File: src/rtl/serial_borrow_subtractor_if.sv
// Operand/result handshake bundle for serial_borrow_subtractor.
// The ovf signal exists only when SUB_SIGNED_OVF_EN is defined.
interface serial_borrow_subtractor_if #(
    parameter int ADDR_WIDTH = 16
);
    logic                  in_valid;
    logic                  in_ready;
    logic [ADDR_WIDTH-1:0] a;
    logic [ADDR_WIDTH-1:0] b;
    logic                  b_in;
    logic                  out_valid;
    logic                  out_ready;
    logic [ADDR_WIDTH-1:0] diff;
    logic                  b_out;
`ifdef SUB_SIGNED_OVF_EN
    logic                  ovf;
`endif

    // Producer/consumer side
    modport master (
        output in_valid, a, b, b_in, out_ready,
        input  in_ready, out_valid, diff, b_out
`ifdef SUB_SIGNED_OVF_EN
        , input ovf
`endif
    );

    // Subtractor side
    modport slave (
        input  in_valid, a, b, b_in, out_ready,
        output in_ready, out_valid, diff, b_out
`ifdef SUB_SIGNED_OVF_EN
        , output ovf
`endif
    );
endinterface

File: src/rtl/serial_borrow_subtractor.sv
// Bit-serial ripple-borrow subtractor, diff = a - b - b_in, LSB first, one bit per clock.
// Optional signed overflow flag enabled by defining SUB_SIGNED_OVF_EN.
module serial_borrow_subtractor #(
    parameter int ADDR_WIDTH = 16
) (
    input  logic clk,
    input  logic rst,
    serial_borrow_subtractor_if.slave bus
);
    localparam int CW = (ADDR_WIDTH > 1) ? $clog2(ADDR_WIDTH) : 1;

    typedef enum logic [1:0] {IDLE, RUN, DONE} state_t;

    state_t                state_q, state_d;
    logic [ADDR_WIDTH-1:0] a_sh_q, a_sh_d;
    logic [ADDR_WIDTH-1:0] b_sh_q, b_sh_d;
    logic [ADDR_WIDTH-1:0] diff_q, diff_d;
    logic                  borrow_q, borrow_d;
    logic [CW-1:0]         cnt_q, cnt_d;
`ifdef SUB_SIGNED_OVF_EN
    logic                  a_msb_q, a_msb_d;
    logic                  b_msb_q, b_msb_d;
    logic                  ovf_q, ovf_d;
`endif

    logic x, y, d_bit, borrow_nxt, last_bit;

    assign x          = a_sh_q[0];
    assign y          = b_sh_q[0];
    assign d_bit      = x ^ y ^ borrow_q;
    assign borrow_nxt = (~x & y) | (~(x ^ y) & borrow_q);
    assign last_bit   = (cnt_q == CW'(ADDR_WIDTH - 1));

    // State register
    always_ff @(posedge clk) begin
        if (rst) state_q <= IDLE;
        else     state_q <= state_d;
    end

    // Next-state logic
    always_comb begin
        state_d = state_q;
        case (state_q)
            IDLE:    if (bus.in_valid) state_d = RUN;
            RUN:     if (last_bit)     state_d = DONE;
            DONE:    if (bus.out_ready) state_d = IDLE;
            default: state_d = IDLE;
        endcase
    end

    // Handshake outputs decode the state only
    always_comb begin
        bus.in_ready  = (state_q == IDLE);
        bus.out_valid = (state_q == DONE);
    end

    // Datapath next-state
    always_comb begin
        a_sh_d   = a_sh_q;
        b_sh_d   = b_sh_q;
        diff_d   = diff_q;
        borrow_d = borrow_q;
        cnt_d    = cnt_q;
`ifdef SUB_SIGNED_OVF_EN
        a_msb_d  = a_msb_q;
        b_msb_d  = b_msb_q;
        ovf_d    = ovf_q;
`endif
        case (state_q)
            IDLE: if (bus.in_valid) begin
                a_sh_d   = bus.a;
                b_sh_d   = bus.b;
                borrow_d = bus.b_in;
                cnt_d    = '0;
`ifdef SUB_SIGNED_OVF_EN
                a_msb_d  = bus.a[ADDR_WIDTH-1];
                b_msb_d  = bus.b[ADDR_WIDTH-1];
`endif
            end
            RUN: begin
                diff_d   = {d_bit, diff_q[ADDR_WIDTH-1:1]};
                a_sh_d   = a_sh_q >> 1;
                b_sh_d   = b_sh_q >> 1;
                borrow_d = borrow_nxt;
                cnt_d    = cnt_q + CW'(1);
`ifdef SUB_SIGNED_OVF_EN
                // d_bit of the final step is the result MSB
                if (last_bit) ovf_d = (a_msb_q ^ b_msb_q) & (d_bit ^ a_msb_q);
`endif
            end
            default: ;
        endcase
    end

    always_ff @(posedge clk) begin
        if (rst) begin
            a_sh_q   <= '0;
            b_sh_q   <= '0;
            diff_q   <= '0;
            borrow_q <= 1'b0;
            cnt_q    <= '0;
`ifdef SUB_SIGNED_OVF_EN
            a_msb_q  <= 1'b0;
            b_msb_q  <= 1'b0;
            ovf_q    <= 1'b0;
`endif
        end else begin
            a_sh_q   <= a_sh_d;
            b_sh_q   <= b_sh_d;
            diff_q   <= diff_d;
            borrow_q <= borrow_d;
            cnt_q    <= cnt_d;
`ifdef SUB_SIGNED_OVF_EN
            a_msb_q  <= a_msb_d;
            b_msb_q  <= b_msb_d;
            ovf_q    <= ovf_d;
`endif
        end
    end

    // Borrow is frozen outside RUN, so it doubles as the held borrow-out
    assign bus.diff  = diff_q;
    assign bus.b_out = borrow_q;
`ifdef SUB_SIGNED_OVF_EN
    assign bus.ovf   = ovf_q;
`endif
endmodule

File: src/flat_wrapper.sv
// flat-port wrapper written by rule: the top's interface ports become plain ports
module serial_borrow_subtractor_flat 
#(
    parameter int ADDR_WIDTH = 16
)
  (clk, rst, bus_in_valid, bus_a, bus_b, bus_b_in, bus_out_ready, bus_in_ready, bus_out_valid, bus_diff, bus_b_out);
  serial_borrow_subtractor_if #(.ADDR_WIDTH(ADDR_WIDTH)) bus_i ();
  input  logic clk;
  input  logic rst;
  input wire logic [$bits(bus_i.in_valid)-1:0] bus_in_valid;
  input wire logic [$bits(bus_i.a)-1:0] bus_a;
  input wire logic [$bits(bus_i.b)-1:0] bus_b;
  input wire logic [$bits(bus_i.b_in)-1:0] bus_b_in;
  input wire logic [$bits(bus_i.out_ready)-1:0] bus_out_ready;
  output wire logic [$bits(bus_i.in_ready)-1:0] bus_in_ready;
  output wire logic [$bits(bus_i.out_valid)-1:0] bus_out_valid;
  output wire logic [$bits(bus_i.diff)-1:0] bus_diff;
  output wire logic [$bits(bus_i.b_out)-1:0] bus_b_out;
  assign bus_i.in_valid = bus_in_valid;
  assign bus_i.a = bus_a;
  assign bus_i.b = bus_b;
  assign bus_i.b_in = bus_b_in;
  assign bus_i.out_ready = bus_out_ready;
  assign bus_in_ready = bus_i.in_ready;
  assign bus_out_valid = bus_i.out_valid;
  assign bus_diff = bus_i.diff;
  assign bus_b_out = bus_i.b_out;
  serial_borrow_subtractor #(.ADDR_WIDTH(ADDR_WIDTH)) u_core (.clk(clk), .rst(rst), .bus(bus_i));
endmodule
File: config.mk
export PLATFORM = sky130hd
export DESIGN_NAME = serial_borrow_subtractor_flat
export DESIGN_NICKNAME = d
export VERILOG_FILES = /design/src/rtl/serial_borrow_subtractor_if.sv /design/src/rtl/serial_borrow_subtractor.sv /design/src/flat_wrapper.sv
export SDC_FILE = /design/constraint.sdc
export NUM_CORES = 1
export LEC_CHECK = 0
export CORE_ASPECT_RATIO = 1.2
export CORE_MARGIN = 4
export CORE_UTILIZATION = 49
export DETAILED_ROUTE_END_ITERATION = 10
export PLACE_DENSITY_LB_ADDON = 0.3
export SLEW_MARGIN = 20
export SYNTH_ARGS = -nofsm -noshare
export SYNTH_HDL_FRONTEND = slang
export SYNTH_SLANG_ARGS = --single-unit
export TNS_END_PERCENT = 10
File: constraint.sdc
create_clock -name clk -period 1.67 [get_ports clk]
set_input_delay 0.334 -clock clk [delete_from_list [all_inputs] [get_ports clk]]
set_output_delay 0.334 -clock clk [all_outputs]
set_load 0.02 [all_outputs]
* Word level (Yosys, flattened, before mapping) *
Cells that the tools add are included.

storage, ports and cells
  flip-flop bits (word level) = 55
  latch bits = 0
  bits in writable memories = 0
  ROM bits = 0
  bits of input ports = 37
  word-level logic and storage cells = 36
  memories kept = 0

cells by class
  $add $sub $neg = 1
  multipliers = 0
  divide/modulo/power cells = 0
  $lt $le $gt $ge = 0
  equal/unequal tests = 6
  shift operators = 0
  mux-type cells = 12
  bitwise operators = 7
  reductions and logical operators = 4

operators by type and width
  cell                   number
  $pmux W16 S2           2
  $mux W16               2
  $pmux W4 S2            1
  $mux W2                3
  $pmux W2 S3            1
  $add A4 B1 Y4 const B  1
  $eq A4 B4 Y1 const B   1
  $mux W4                1
  $ne A2 B2 Y1 const B   2
  $reduce_and A3 Y1      1
  $and A1 B1 Y1          2
  $eq A2 B1 Y1 const B   1
  $eq A2 B2 Y1 const B   1
  $logic_not A2 Y1       1
  $ne A2 B1 Y1 const B   1
  $not A1 Y1             2
  $pmux W1 S2            1
  $reduce_and A2 Y1      1
  $reduce_bool A2 Y1     1
  $xor A1 B1 Y1          2
  $mux W1                1
  $or A1 B1 Y1           1

* Logic depth before layout (Yosys ltp) *
  depth after elaboration = 5
  mapped depth = 6
  mapped depth without buffers = 4

* Least setup slack after synthesis *
OpenSTA, ideal clock, no wires.

  path type = register to register
  start = register u_core.borrow_q (netlist: u_core.bus.b_out)
  end = register u_core.borrow_q (netlist: u_core.bus.b_out)
  library setup time = 86 ps
  arrival = 1271 ps
  path slack = 312 ps
  stages on the path, launching flop included = 5
  period minus slack after synthesis = 1358 ps
  path through = dfxtp_1 -> inv_1 -> fa_1 -> o21a_1 -> a221oi_2

between the ends
  cells in the longest elaborated chain, start to end = 3

RTL lines
  what                      line                             text
  start: declaration        serial_borrow_subtractor.sv:18   logic borrow_q, borrow_d;
  start signal: assignment  serial_borrow_subtractor.sv:111  borrow_q <= borrow_d;
  $and A1 B1 Y1             serial_borrow_subtractor.sv:31   assign borrow_nxt = (~x & y) | (~(x ^ y) & borrow_q);
  $or A1 B1 Y1              serial_borrow_subtractor.sv:31
  $pmux W1 S2               serial_borrow_subtractor.sv:69   case (state_q)

Every way passes these cells.
A chain may end at the register's enable or synchronous reset.

* Worst setup path in the final report *
  start = register u_core.diff_q[13] (netlist: u_core.bus.diff[13])
  end = output port bus_diff[13]

RTL lines
  what                      line                             text
  start: declaration        serial_borrow_subtractor.sv:17   logic [ADDR_WIDTH-1:0] diff_q, diff_d;
  start signal: assignment  serial_borrow_subtractor.sv:110  diff_q <= diff_d;
  end: declaration          flat_wrapper.sv:17               output wire logic [$bits(bus_i.diff)-1:0] bus_diff;

No word-level cell between the ends.

==> impl_table.tex <==
\begin{tabular}{lr}
\hline
Metric & Value \\
\hline
\multicolumn{2}{l}{\textbf{Logic synthesis}} \\
\quad Multiplexer area fraction after synthesis & 0 \\
\quad Cell area after technology mapping & 2320 sq um \\
\quad Total number of yosys warnings & 0 \\
\quad Number of synthesized register bits & 55 \\
\quad Sequential-to-total area share from yosys stat & 0.474 \\
\quad Number of enable-type register cells in the synthesized netlist & 0 \\
\quad Asr flop ratio synth & 0 \\
\quad Adder and majority gate portion of the synthesized area & 0.0140 \\
\quad Compound-gate portion of the synthesized area & 0.255 \\
\quad Combinational family with the most area after synthesis & compound AO/OA/AOI/OAI gates \\
\quad Post-synth top flop & sky130\_fd\_sc\_hd\_\_dfxtp\_1 \\
\quad Area contributors post-synth & sky130\_fd\_sc\_hd\_\_dfxtp\_1 (47\%), sky130\_fd\_sc\_hd\_\_nand2\_1 (11\%), sky130\_fd\_sc\_hd\_\_a21oi\_1 (9.9\%) \\
\quad Yosys top cell by area & sky130\_fd\_sc\_hd\_\_dfxtp\_1 \\
\quad Share of Yosys cell area claimed by the top area cell type & 0.474 \\
\quad Syn nets & 321 \\
\quad Distinct cell type count of the synthesized netlist & 29 \\
\quad Simple-gate share of the synthesized area & 0.185 \\
\quad Post-Synth XOR/XNOR Area & 0 \\
\quad Number of standard cells after synthesis & 282 \\
\quad Mean instance size in the synthesized netlist & 8.24 sq um \\
\multicolumn{2}{l}{\textbf{Worst setup path}} \\
\quad Logic depth of the worst setup path including buffers & 1 \\
\quad Setup crit end kind & primary output \\
\quad Startpoint of the worst register-to-register path & u\_core.state\_q[1] \\
\quad Cell family with the largest share of critical-path delay & buffers and inverters \\
\quad Crit-path cells & clkdlybuf4s50\_1 \\
\quad Required @ worst endpoint & 1.34 ns \\
\quad Critical path capture point & bus\_diff[13] \\
\quad Launching element type of the critical path & register \\
\quad Category of the most critical setup path & register to primary output \\
\quad Slowest cell on the critical path & sky130\_fd\_sc\_hd\_\_clkdlybuf4s50\_1 \\
\quad Critical path origin & u\_core.bus.diff[13] \\
\quad Setup slack of the most critical reg-to-reg path & 0.20 ns \\
\quad Count of buffering cells on the critical path with inverters included & 1 \\
\quad Worst-case reg-to-reg path depth & 5 \\
\quad Crit-path max FO & 3 \\
\quad Capture point of the worst reg-to-reg path & u\_core.b\_sh\_q[13] \\
\quad Data arrival, critical path & 1.28 ns \\
\quad CP max stage delay & 0.61 ns \\
\multicolumn{2}{l}{\textbf{Cells and area}} \\
\quad Most common library cell in the layout ignoring fill and taps & sky130\_fd\_sc\_hd\_\_nand2\_1 \\
\quad ANT cells & 0 \\
\quad Most frequent cells in the layout & sky130\_fd\_sc\_hd\_\_nand2\_1 (66), sky130\_fd\_sc\_hd\_\_dfxtp\_1 (55), sky130\_fd\_sc\_hd\_\_clkdlybuf4s50\_1 (50) \\
\quad Footprint of the multi-input gates & 1060 sq um \\
\quad Fill cell count & 420 \\
\quad Fraction of final layout cells with drive strength greater than 1 & 0.0961 \\
\quad Sequential cell area in the final layout & 1100 sq um \\
\quad Final core area utilization & 0.667 \\
\quad Count of nets after finishing & 371 \\
\quad Relative area change from synthesis to final layout & 31.9\% \\
\multicolumn{2}{l}{\textbf{Run}} \\
\quad Max-Cap Viols & 0 \\
\multicolumn{2}{l}{\textbf{Pwr}} \\
\quad Worst ir drop on vdd & 0.557 mV \\
\quad Internal power & 2200 uW \\
\quad Portion of total power attributed to combinational logic & 0.148 \\
\quad Switching Share & 0.238 \\
\quad Relative contribution of sequential cells to total power & 0.498 \\
\quad Post-layout total power & 2880 uW \\
\quad Power density relative to cell area & 941 nW/um\^{}2 \\
\quad NetSw & 685 uW \\
\quad Lkg Pwr & 0.00121 uW \\
\quad Clock power frac & 0.354 \\
\multicolumn{2}{l}{\textbf{STA}} \\
\quad Number of setup violations in the final report & 0 \\
\quad Number of max-slew violations in the final report & 0 \\
\quad Unrepaired setup endpoints after global routing & false \\
\quad Least setup slack across all paths after layout & 0.0525 ns \\
\quad Worst-margin pin slew & 0.381 ns \\
\quad Maximum clock frequency & 618 MHz \\
\quad Final critical path time including I/O delays and setup & 1.62 ns \\
\quad Fin crit share & 0.969 \\
\quad Hold violation total from the final report & 0 \\
\quad Maximum clock skew at final layout & 0.00540 ns \\
\quad Worst-case headroom to the max-slew limit & 0.746 \\
\multicolumn{2}{l}{\textbf{Place}} \\
\quad Sum of net half-perimeters after detailed placement & 3410 um \\
\quad Last weighted congestion value of the routability-driven placer & 0.756 \\
\quad Setup Slack @ Placement & -0.0185 ns \\
\quad Count of buffers from port buffering & 55 \\
\multicolumn{2}{l}{\textbf{Clock tree}} \\
\quad Clock slew seen by the registers of the worst setup and hold paths & 0.10 ns \\
\quad Cell at the root of the clock tree & sky130\_fd\_sc\_hd\_\_clkbuf\_8 \\
\quad Post-CTS Setup Inserts & 0 \\
\quad \# hold bufs at CTS & 0 \\
\quad Skew-Pair Late Insertion Delay & 0.31 ns \\
\quad H-tree depth reported by CTS & 2 \\
\quad Maximum clock insertion buffer count & 2 \\
\quad CTS tree & yes \\
\quad Clock Sink Count & 55 \\
\quad Clock buffers created by TritonCTS & 5 \\
\multicolumn{2}{l}{\textbf{Detailed routing}} \\
\quad Vias & 2081 \\
\quad WL per Instance & 12.4 um \\
\quad Final routed DRC violation total & 0 \\
\quad Detailed router's first-iteration violation count & 148 \\
\quad Routed Antenna Nets & 0 \\
\quad First-pass detailed-route iteration total & 4 \\
\quad Final wirelength & 4860 um \\
\quad Average via count per standard cell & 5.32 \\
\multicolumn{2}{l}{\textbf{GRT}} \\
\quad Remaining global-route overflow & 0 \\
\quad Number of antenna violations at the first check in global routing & 0 \\
\quad GRT Util Overall & 0.169 \\
\quad First-pass GRT wire length & 8180 um \\
\quad Via count of the first global-routing pass & 1832 \\
\quad Maximum number of pins on one net before global-route repair & 38 \\
\multicolumn{2}{l}{\textbf{Die}} \\
\quad I/O pin cnt & 56 \\
\quad Cell Rows & 27 \\
\quad DIE AREA & 5910 sq um \\
\quad Starting density of the core & 0.506 \\
\quad Vert. Die Dim & 83.4 um \\
\quad Overall die width & 70.9 um \\
\quad Placeable core area & 4590 sq um \\
\multicolumn{2}{l}{\textbf{Hold path}} \\
\quad Min-delay worst type & register to register \\
\multicolumn{2}{l}{\textbf{Outcome}} \\
\quad Run status & complete, no violations \\
\hline
\end{tabular}
==> metal layers <==
metal  GRT usage  wire (um)  up-vias
met1       0.211       2190      954
met4      0.0803        135        0
met3      0.0351        246       11
met5           0          0        -
li1            -          -     1063
met2       0.273       2290       53
==> registers in the layout, summed over array words and instances, names as in the netlist <==
name / cells
u_core.bus.b_out: 1
u_core.a_sh_q: 16
u_core.b_sh_q: 16
u_core.state_q: 2
u_core.bus.diff: 16
u_core.cnt_q: 4
==> logic make-up after synthesis <==
kind of cell               count (synthesis)
adders and majority gates                  2
and+or+nand+nor                          110
buffers and inverters                     28
DFF                                       55
AOI/OAI and AO/OA                         87
==> layout make-up <==
type,instances,area share
Multi-Input combinational cell,199,0.347
Timing Repair Buffer,68,0.223
Tap cell,58,0.0237
Clock inverter,2,0.0196
Sequential cell,55,0.359
Inverter,3,0.00367
Clock buffer,6,0.0237
==> Yosys cell counts, types with 2 or more instances <==
| cell | instances |
|---|---|
| sky130_fd_sc_hd__a21oi_1 | 46 |
| sky130_fd_sc_hd__nand3_1 | 2 |
| sky130_fd_sc_hd__nor2b_1 | 2 |
| sky130_fd_sc_hd__a221oi_2 | 2 |
| sky130_fd_sc_hd__clkbuf_1 | 6 |
| sky130_fd_sc_hd__nor2_1 | 36 |
| sky130_fd_sc_hd__nand2_1 | 66 |
| sky130_fd_sc_hd__buf_4 | 6 |
| sky130_fd_sc_hd__a32oi_1 | 2 |
| sky130_fd_sc_hd__a211oi_2 | 4 |
| sky130_fd_sc_hd__buf_6 | 4 |
| sky130_fd_sc_hd__inv_1 | 3 |
| sky130_fd_sc_hd__a211oi_1 | 25 |
| sky130_fd_sc_hd__buf_2 | 9 |
| sky130_fd_sc_hd__dfxtp_1 | 55 |
==> power groups by stage <==
stage	combinational [uW]	clock, uW	sequential [uW]
floorplan	269	0	1460
global placement	421	0	1460
detailed placement	430	0	1460
CTS	432	1030	1430
global route	475	1080	1450
finish	427	1020	1440
==> how the worst min path moves through the flow <==
| stage | start | end | cells past startpoint |
|---|---|---|---|
| 3_5_place_dp | u_core.bus.diff[6] | u_core.bus.diff[5] | 2 |
| 4_1_cts | rst | u_core.b_sh_q[12] | 2 |
| 5_1_grt | rst | u_core.b_sh_q[12] | 2 |
| 2_1_floorplan | u_core.a_sh_q[15] | u_core.a_sh_q[15] | 2 |
| 3_3_place_gp | u_core.bus.diff[0] | u_core.bus.diff[0] | 2 |
| 6_report | u_core.bus.diff[0] | u_core.bus.diff[0] | 2 |
==> what timing repair did <==
item	in CTS	in global routing
pin swaps	0	0
gates cloned	0	0
endpoints found under the setup margin	2	2
resized for setup	2	2
hold endpoints to repair	0	0
==> through the flow <==
step | std cells | instance area, sq um | hold WS [ns] | setup TNS, ns
2_1_floorplan | 282 | 2320 | 0.454 | 0
3_3_place_gp | 383 | 2930 | 0.445 | 0
3_5_place_dp | 383 | 2930 | 0.459 | -0.0484
4_1_cts | 391 | 3060 | 0.461 | 0
5_1_grt | 391 | 3060 | 0.483 | 0
6_report | 391 | 3060 | 0.468 | 0
Note: power is estimated with default switching activity, not from simulation.
